$ cat src/rtl/hue_pkg.sv
// Shared width defaults and pipeline helpers for the hue divide stage.
// Downstream delay-matching logic calls hue_div_latency to align with the quotient.
package hue_pkg;

  localparam int HUE_DIVIDEND_W = 9;
  localparam int HUE_DIVISOR_W  = 8;
  localparam int HUE_FRAC_W     = 8;
  localparam int HUE_ROUND      = 0;
  localparam int HUE_USER_W     = 1;
  localparam int HUE_Q_W        = HUE_DIVIDEND_W + HUE_FRAC_W;

  function automatic int hue_q_w(input int dividend_w, input int frac_w);
    return dividend_w + frac_w;
  endfunction

  function automatic int hue_div_latency(input int dividend_w, input int frac_w);
    return dividend_w + frac_w + 2;
  endfunction

endpackage

$ cat src/rtl/hue_div_step.sv
// One registered restoring-division step: shifts in the next numerator bit
// and produces one quotient bit, carrying the sample context alongside.
module hue_div_step #(
  parameter int DIVISOR_W = 8,
  parameter int Q_W       = 17,
  parameter int USER_W    = 1
) (
  input  logic                 i_clk,
  input  logic                 i_rstn,
  input  logic                 i_en,
  input  logic                 i_flush,
  input  logic                 i_valid,
  input  logic [DIVISOR_W:0]   i_rem,
  input  logic [Q_W-1:0]       i_num,
  input  logic [Q_W-1:0]       i_quot,
  input  logic [DIVISOR_W-1:0] i_divisor,
  input  logic                 i_sign,
  input  logic                 i_dbz,
  input  logic [USER_W-1:0]    i_user,
  output logic                 o_valid,
  output logic [DIVISOR_W:0]   o_rem,
  output logic [Q_W-1:0]       o_num,
  output logic [Q_W-1:0]       o_quot,
  output logic [DIVISOR_W-1:0] o_divisor,
  output logic                 o_sign,
  output logic                 o_dbz,
  output logic [USER_W-1:0]    o_user
);
  localparam int RW = DIVISOR_W + 1;

  logic [RW:0]          trial;
  logic                 ge;
  logic                 valid_q, valid_d;
  logic [RW-1:0]        rem_q, rem_d;
  logic [Q_W-1:0]       num_q, num_d;
  logic [Q_W-1:0]       quot_q, quot_d;
  logic [DIVISOR_W-1:0] div_q, div_d;
  logic                 sign_q, sign_d;
  logic                 dbz_q, dbz_d;
  logic [USER_W-1:0]    user_q, user_d;

  always_comb begin
    // Remainder stays below the divisor, so the widened trial never overflows.
    trial   = {i_rem, i_num[Q_W-1]};
    ge      = trial >= {2'b00, i_divisor};
    valid_d = valid_q;
    rem_d   = rem_q;
    num_d   = num_q;
    quot_d  = quot_q;
    div_d   = div_q;
    sign_d  = sign_q;
    dbz_d   = dbz_q;
    user_d  = user_q;
    if (i_flush) begin
      valid_d = 1'b0;
    end else if (i_en) begin
      valid_d = i_valid;
      rem_d   = ge ? RW'(trial - {2'b00, i_divisor}) : RW'(trial);
      num_d   = i_num << 1;
      quot_d  = Q_W'({i_quot, ge});
      div_d   = i_divisor;
      sign_d  = i_sign;
      dbz_d   = i_dbz;
      user_d  = i_user;
    end
  end

  always_ff @(posedge i_clk or negedge i_rstn) begin
    if (!i_rstn) valid_q <= 1'b0;
    else         valid_q <= valid_d;
  end

  always_ff @(posedge i_clk) begin
    rem_q  <= rem_d;
    num_q  <= num_d;
    quot_q <= quot_d;
    div_q  <= div_d;
    sign_q <= sign_d;
    dbz_q  <= dbz_d;
    user_q <= user_d;
  end

  assign o_valid   = valid_q;
  assign o_rem     = rem_q;
  assign o_num     = num_q;
  assign o_quot    = quot_q;
  assign o_divisor = div_q;
  assign o_sign    = sign_q;
  assign o_dbz     = dbz_q;
  assign o_user    = user_q;
endmodule

$ cat src/rtl/hue_div_pipe.sv
// Fully pipelined signed / unsigned fixed-point divider for the hue path:
// input conditioning, Q_W restoring steps, then rounding, sign and zero-divisor handling.
module hue_div_pipe
  import hue_pkg::*;
#(
  parameter int DIVIDEND_W = HUE_DIVIDEND_W,
  parameter int DIVISOR_W  = HUE_DIVISOR_W,
  parameter int FRAC_W     = HUE_FRAC_W,
  parameter int ROUND      = HUE_ROUND,
  parameter int USER_W     = HUE_USER_W
) (
  input  logic                       i_clk,
  input  logic                       i_rstn,
  input  logic                       i_en,
  input  logic                       i_flush,
  input  logic                       i_valid,
  input  logic [DIVIDEND_W-1:0]      i_dividend,
  input  logic [DIVISOR_W-1:0]       i_divisor,
  input  logic [USER_W-1:0]          i_user,
  output logic                       o_valid,
  output logic [DIVIDEND_W+FRAC_W:0] o_quot,
  output logic                       o_dbz,
  output logic [USER_W-1:0]          o_user,
  output logic                       o_busy
);
  localparam int Q_W = hue_q_w(DIVIDEND_W, FRAC_W);
  localparam int RW  = DIVISOR_W + 1;

  logic [DIVIDEND_W-1:0] in_mag;
  logic                  s0_valid_q, s0_valid_d;
  logic                  s0_sign_q, s0_sign_d;
  logic                  s0_dbz_q, s0_dbz_d;
  logic [Q_W-1:0]        s0_num_q, s0_num_d;
  logic [DIVISOR_W-1:0]  s0_div_q, s0_div_d;
  logic [USER_W-1:0]     s0_user_q, s0_user_d;

  // Magnitude is treated as unsigned, so the most negative dividend stays exact.
  always_comb begin
    in_mag     = i_dividend[DIVIDEND_W-1] ? DIVIDEND_W'(-i_dividend) : i_dividend;
    s0_valid_d = s0_valid_q;
    s0_sign_d  = s0_sign_q;
    s0_dbz_d   = s0_dbz_q;
    s0_num_d   = s0_num_q;
    s0_div_d   = s0_div_q;
    s0_user_d  = s0_user_q;
    if (i_flush) begin
      s0_valid_d = 1'b0;
    end else if (i_en) begin
      s0_valid_d = i_valid;
      s0_sign_d  = i_dividend[DIVIDEND_W-1];
      s0_dbz_d   = (i_divisor == '0);
      s0_num_d   = Q_W'(in_mag) << FRAC_W;
      s0_div_d   = i_divisor;
      s0_user_d  = i_user;
    end
  end

  always_ff @(posedge i_clk or negedge i_rstn) begin
    if (!i_rstn) s0_valid_q <= 1'b0;
    else         s0_valid_q <= s0_valid_d;
  end

  always_ff @(posedge i_clk) begin
    s0_sign_q <= s0_sign_d;
    s0_dbz_q  <= s0_dbz_d;
    s0_num_q  <= s0_num_d;
    s0_div_q  <= s0_div_d;
    s0_user_q <= s0_user_d;
  end

  logic [RW-1:0]        rem_s  [Q_W+1];
  logic [Q_W-1:0]       num_s  [Q_W+1];
  logic [Q_W-1:0]       quot_s [Q_W+1];
  logic [DIVISOR_W-1:0] div_s  [Q_W+1];
  logic [USER_W-1:0]    user_s [Q_W+1];
  logic [Q_W:0]         valid_s, sign_s, dbz_s;

  assign rem_s[0]   = '0;
  assign quot_s[0]  = '0;
  assign num_s[0]   = s0_num_q;
  assign div_s[0]   = s0_div_q;
  assign user_s[0]  = s0_user_q;
  assign valid_s[0] = s0_valid_q;
  assign sign_s[0]  = s0_sign_q;
  assign dbz_s[0]   = s0_dbz_q;

  for (genvar k = 0; k < Q_W; k++) begin : g_step
    hue_div_step #(
      .DIVISOR_W (DIVISOR_W),
      .Q_W       (Q_W),
      .USER_W    (USER_W)
    ) u_step (
      .i_clk     (i_clk),
      .i_rstn    (i_rstn),
      .i_en      (i_en),
      .i_flush   (i_flush),
      .i_valid   (valid_s[k]),
      .i_rem     (rem_s[k]),
      .i_num     (num_s[k]),
      .i_quot    (quot_s[k]),
      .i_divisor (div_s[k]),
      .i_sign    (sign_s[k]),
      .i_dbz     (dbz_s[k]),
      .i_user    (user_s[k]),
      .o_valid   (valid_s[k+1]),
      .o_rem     (rem_s[k+1]),
      .o_num     (num_s[k+1]),
      .o_quot    (quot_s[k+1]),
      .o_divisor (div_s[k+1]),
      .o_sign    (sign_s[k+1]),
      .o_dbz     (dbz_s[k+1]),
      .o_user    (user_s[k+1])
    );
  end

  logic                 rnd;
  logic [Q_W-1:0]       mag;
  logic [Q_W:0]         q_ext, q_signed;
  logic                 out_valid_q, out_valid_d;
  logic [Q_W:0]         out_quot_q, out_quot_d;
  logic                 out_dbz_q, out_dbz_d;
  logic [USER_W-1:0]    out_user_q, out_user_d;
  logic                 busy_q, busy_d;

  // Magnitude peaks at 2^(Q_W-1), so the rounding carry always fits in Q_W bits.
  always_comb begin
    rnd         = (ROUND != 0) && ({rem_s[Q_W], 1'b0} >= {2'b00, div_s[Q_W]});
    mag         = quot_s[Q_W] + Q_W'(rnd);
    q_ext       = {1'b0, mag};
    q_signed    = sign_s[Q_W] ? -q_ext : q_ext;
    out_valid_d = out_valid_q;
    out_quot_d  = out_quot_q;
    out_dbz_d   = out_dbz_q;
    out_user_d  = out_user_q;
    busy_d      = busy_q;
    if (i_flush) begin
      out_valid_d = 1'b0;
      out_quot_d  = '0;
      out_dbz_d   = 1'b0;
      out_user_d  = '0;
      busy_d      = 1'b0;
    end else if (i_en) begin
      out_valid_d = valid_s[Q_W];
      out_quot_d  = (valid_s[Q_W] && !dbz_s[Q_W]) ? q_signed : '0;
      out_dbz_d   = valid_s[Q_W] && dbz_s[Q_W];
      out_user_d  = valid_s[Q_W] ? user_s[Q_W] : '0;
      busy_d      = i_valid || (|valid_s);
    end
  end

  always_ff @(posedge i_clk or negedge i_rstn) begin
    if (!i_rstn) begin
      out_valid_q <= 1'b0;
      out_quot_q  <= '0;
      out_dbz_q   <= 1'b0;
      out_user_q  <= '0;
      busy_q      <= 1'b0;
    end else begin
      out_valid_q <= out_valid_d;
      out_quot_q  <= out_quot_d;
      out_dbz_q   <= out_dbz_d;
      out_user_q  <= out_user_d;
      busy_q      <= busy_d;
    end
  end

  assign o_valid = out_valid_q;
  assign o_quot  = out_quot_q;
  assign o_dbz   = out_dbz_q;
  assign o_user  = out_user_q;
  assign o_busy  = busy_q;
endmodule

$ cat config.mk
export PLATFORM = sky130hd
export DESIGN_NAME = hue_div_pipe
export DESIGN_NICKNAME = d
export VERILOG_FILES = /design/src/rtl/hue_pkg.sv /design/src/rtl/hue_div_step.sv /design/src/rtl/hue_div_pipe.sv
export SDC_FILE = /design/constraint.sdc
export NUM_CORES = 1
export LEC_CHECK = 0
export BUFFER_PORTS_ARGS = -buffer_cell sky130_fd_sc_hd__buf_2
export CORE_ASPECT_RATIO = 1.5
export CORE_UTILIZATION = 55
export CTS_BUF_LIST = sky130_fd_sc_hd__clkbuf_8
export DETAILED_ROUTE_END_ITERATION = 6
export PLACE_DENSITY = 0.78
export SKIP_CTS_REPAIR_TIMING = 1
export SYNTH_ARGS = -nofsm -noshare
export SYNTH_HDL_FRONTEND = slang
export SYNTH_SLANG_ARGS = --single-unit
$ cat constraint.sdc
create_clock -name i_clk -period 3.3 [get_ports i_clk]
set_clock_uncertainty 0.05 [all_clocks]
set_input_delay 0 -clock i_clk [delete_from_list [all_inputs] [get_ports i_clk]]
set_output_delay 0 -clock i_clk [all_outputs]
set_load 0.005 [all_outputs]
==> impl_metrics.py <==
metrics = {
    "yosys": {
        "ys_types": 57,
        "synth_area_per_cell_um2": 14.3,
        "yosys_register_bits": 572,
        "syn_nets": 1954,
        "ys_top_cells_by_count": "edfxtp_1, inv_1, ha_1",
        "synth.top_cell.area_share": 0.625,
        "synth_edf_count": 532,
        "netlist_area_mm2": 0.0255,
        "ys_warn_count": 0,
        "ys_seq_area_frac": 0.665,
        "synth_ff_type": "edfxtp_1",
        "synth-async-reset-ratio": 0.0699,
        "synth_top_area_cell": "edfxtp_1",
        "yosysMostFrequentCell": "edfxtp_1",
        "synth.area.top_cells": "edfxtp_1, ha_1, dfrtp_1",
        "synth_cells": 1785,
    },
    "global_route": {
        "grt_max_degree": 123,
        "grt.total_usage": 0.200,
        "grt_pass1_wl_um": 72400,
        "grt_pass1_vias": 15000,
        "antenna_found_initial": 1,
        "grt_overflow_total": 0,
    },
    "power_and_ir_drop": {
        "total_power_mw": 15.7,
        "clkPwrFrac": 0.349,
        "p_switching_mw": 3.78,
        "p_per_area_mw_per_mm2": 549,
        "p_int_mw": 11.9,
        "p_leak_nw": 11.3,
        "p_seq_frac": 0.543,
        "comb_power_share": 0.107,
        "irDropWorstVdd_mv": 0.365,
        "netSwitchingFraction": 0.241,
    },
    "setup_path": {
        "cp-start-kind": "flip-flop",
        "cp-end-kind": "flip-flop",
        "crit_chain": "inv_1 -> ha_1 -> inv_1 -> fa_1 -> a21o_1 -> a221oi_2 -> o21ai_1 -> or4_1 -> mux2_4",
        "max_stage_delay_ps": 680,
        "path_class": "flip-flop to flip-flop",
        "worstPathRequired_ps": 3670,
        "crit_slowest_cell": "or4_1",
        "arrival_ps": 3450,
        "path_common_cell": "inv_1",
        "path_max_fanout": 9,
    },
    "routing": {
        "vias": 14600,
        "drtPass1Iterations": 5,
        "ant_nets": 0,
        "wirelength_um": 46600,
        "drc": 0,
        "dr.first_iter.drc_count": 804,
        "viasPerCell": 5.60,
        "wl_per_cell_um": 17.9,
    },
    "timing": {
        "tightest_slew_ps": 1100,
        "fin_crit_ps": 3080,
        "setup_viol": 0,
        "slew_viol_final": 0,
        "rsz0062_at_grt": "no",
        "fmax_mhz": 324,
        "finalHoldViolCount": 0,
        "setup_slack_ps": 215,
        "finalCritPeriodShare": 0.935,
        "relSlewSlack": 0.266,
    },
    "cells_and_area": {
        "drive_gt1_frac": 0.128,
        "syn2layout_area_growth_pct": 12.0,
        "stdcell_count": 2601,
        "fin_nets": 2112,
    },
    "floorplan": {
        "initial_utilization": 0.558,
        "ios": 45,
        "dieArea_mm2": 0.0473,
        "die_y_um": 266,
        "die_x_um": 178,
        "rows": 96,
        "coreArea_mm2": 0.0458,
    },
    "clocking": {
        "clockRootBuffer": "clkbuf_8",
        "clk_pin_slew_worst_paths_ps": 70,
        "cts.path.max_buffers": 3,
        "cts.sinks": 572,
        "cts_tree": "built",
        "cts_buffers": 83,
        "htree_levels": 3,
        "insertion_delay_ps": 680,
    },
    "job": {
        "cap_violations": 0,
    },
    "place": {
        "place_ws_ps": 227,
        "detailed_place_hpwl_um": 32200,
        "io_buffers": 44,
        "placed_cells": 2405,
        "place_congestion": 0.879,
    },
    "outcome": {
        "status": "finished, final reports clean",
    },
    "worst_hold_path": {
        "hp-class": "primary input to flip-flop",
    },
}
placed cells by master, fill, tap and decap left out, types with 18 or more instances in the layout:
cell type,instances
clkinv_1,18
inv_1,215
a21oi_1,102
nor2_1,111
dfrtp_1,40
nand3b_1,18
clkbuf_8,83
dlygate4sd3_1,41
o21ai_0,50
mux2_2,70
xnor2_1,57
xor2_1,32
edfxtp_1,532
mux2i_1,41
buf_2,44
ha_1,131
nand2b_1,25
a21o_1,28
nand2_1,64
nand3_1,20
path summary, 6_finish.rpt:
| check | slack [ps] | to | start | depth (start not counted) |
|---|---|---|---|---|
| setup / recovery | 220 | g_step[4].u_step.o_rem[2] | g_step[3].u_step.o_num[16] | 9 |
| hold / removal | 80 | s0_num_q[8] | i_dividend[0] | 2 |
| setup reg to reg | 220 | g_step[4].u_step.o_rem[2] | g_step[3].u_step.o_num[16] | 9 |
| hold reg to reg | 340 | g_step[7].u_step.o_sign | g_step[6].u_step.o_sign | 0 |
| max in group asynchronous | 1590 | g_step[14].u_step.o_valid | i_rstn | 4 |
| min in group asynchronous | 420 | g_step[12].u_step.o_valid | i_rstn | 3 |
state kept, by name, summed over array words and instances, names as in the netlist:
| name | cells |
|---|---|
| o_quot | 18 |
| g_step.u_step.o_dbz | 17 |
| o_valid | 1 |
| o_busy | 1 |
| s0_dbz_q | 1 |
| s0_div_q | 8 |
| s0_sign_q | 1 |
| g_step.u_step.o_valid | 17 |
| g_step.u_step.o_divisor | 128 |
| o_user | 1 |
| g_step.u_step.o_rem | 144 |
| g_step.u_step.o_sign | 17 |
| s0_user_q | 1 |
| o_dbz | 1 |
| s0_num_q | 9 |
| g_step.u_step.o_quot | 153 |
| s0_valid_q | 1 |
| g_step.u_step.o_user | 17 |
| g_step.u_step.o_num | 36 |
layer usage:
| metal | share of wire | track usage |
|---|---|---|
| met1 | 0.33 | 0.175 |
| met2 | 0.58 | 0.396 |
| met3 | 0.034 | 0.0328 |
| met4 | 0.055 | 0.139 |
| met5 | 0 | 0 |
power groups by stage:
stage / logic, mW / registers, mW / clock network (mW)
global placement: 1.54 / 8.67 / 0
detailed placement: 1.63 / 8.68 / 0
global route: 1.87 / 8.56 / 5.93
CTS: 1.64 / 8.54 / 5.65
floorplan: 1.26 / 8.68 / 0
finish: 1.69 / 8.53 / 5.49
critical path, delay by kind of cell, from the launching register on:
kind                       cells  cell delay [ps]
buffers and inverters          2              130
DFF                            1              360
AOI/OAI and AO/OA              3              680
adders and majority gates      2              550
muxes                          1              390
and+or+nand+nor                1              680
logic make-up (layout without fill, tap and decap cells):
family | Yosys count | in the layout | synth area share
AOI/OAI and AO/OA | 296 | 296 | 0.0754
xor gates and xnor gates | 89 | 89 | 0.0305
DFF | 572 | 572 | 0.665
and+or+nand+nor | 349 | 349 | 0.0704
adders and majority gates | 146 | 146 | 0.0759
buffers and inverters | 215 | 442 | 0.0321
muxes | 118 | 118 | 0.0510
other | 0 | 1 | 0
area by class of cell:
class                           instances  area (µm²)
Clock inverter                         71         479
Multi-Input combinational cell        998        7750
Clock buffer                           83        1140
Sequential cell                       572       17000
Tap cell                              588         736
Antenna cell                            1        2.50
Fill cell                            3245       17200
Inverter                              189         709
Timing Repair Buffer                   99         811
per-stage QoR:
step / hold WS [ps] / utilization / cell area, µm² / setup TNS [ps]
finish: 84.0 / 0.625 / 28600 / 0
detailed placement: 118 / 0.581 / 26600 / 0
floorplan: -346 / - / 25600 / -2911900
global route: 64.2 / 0.625 / 28600 / 0
CTS: -653 / 0.616 / 28200 / 0
global placement: 96.8 / 0.581 / 26600 / 0
Note: power is estimated with default switching activity, not from simulation.
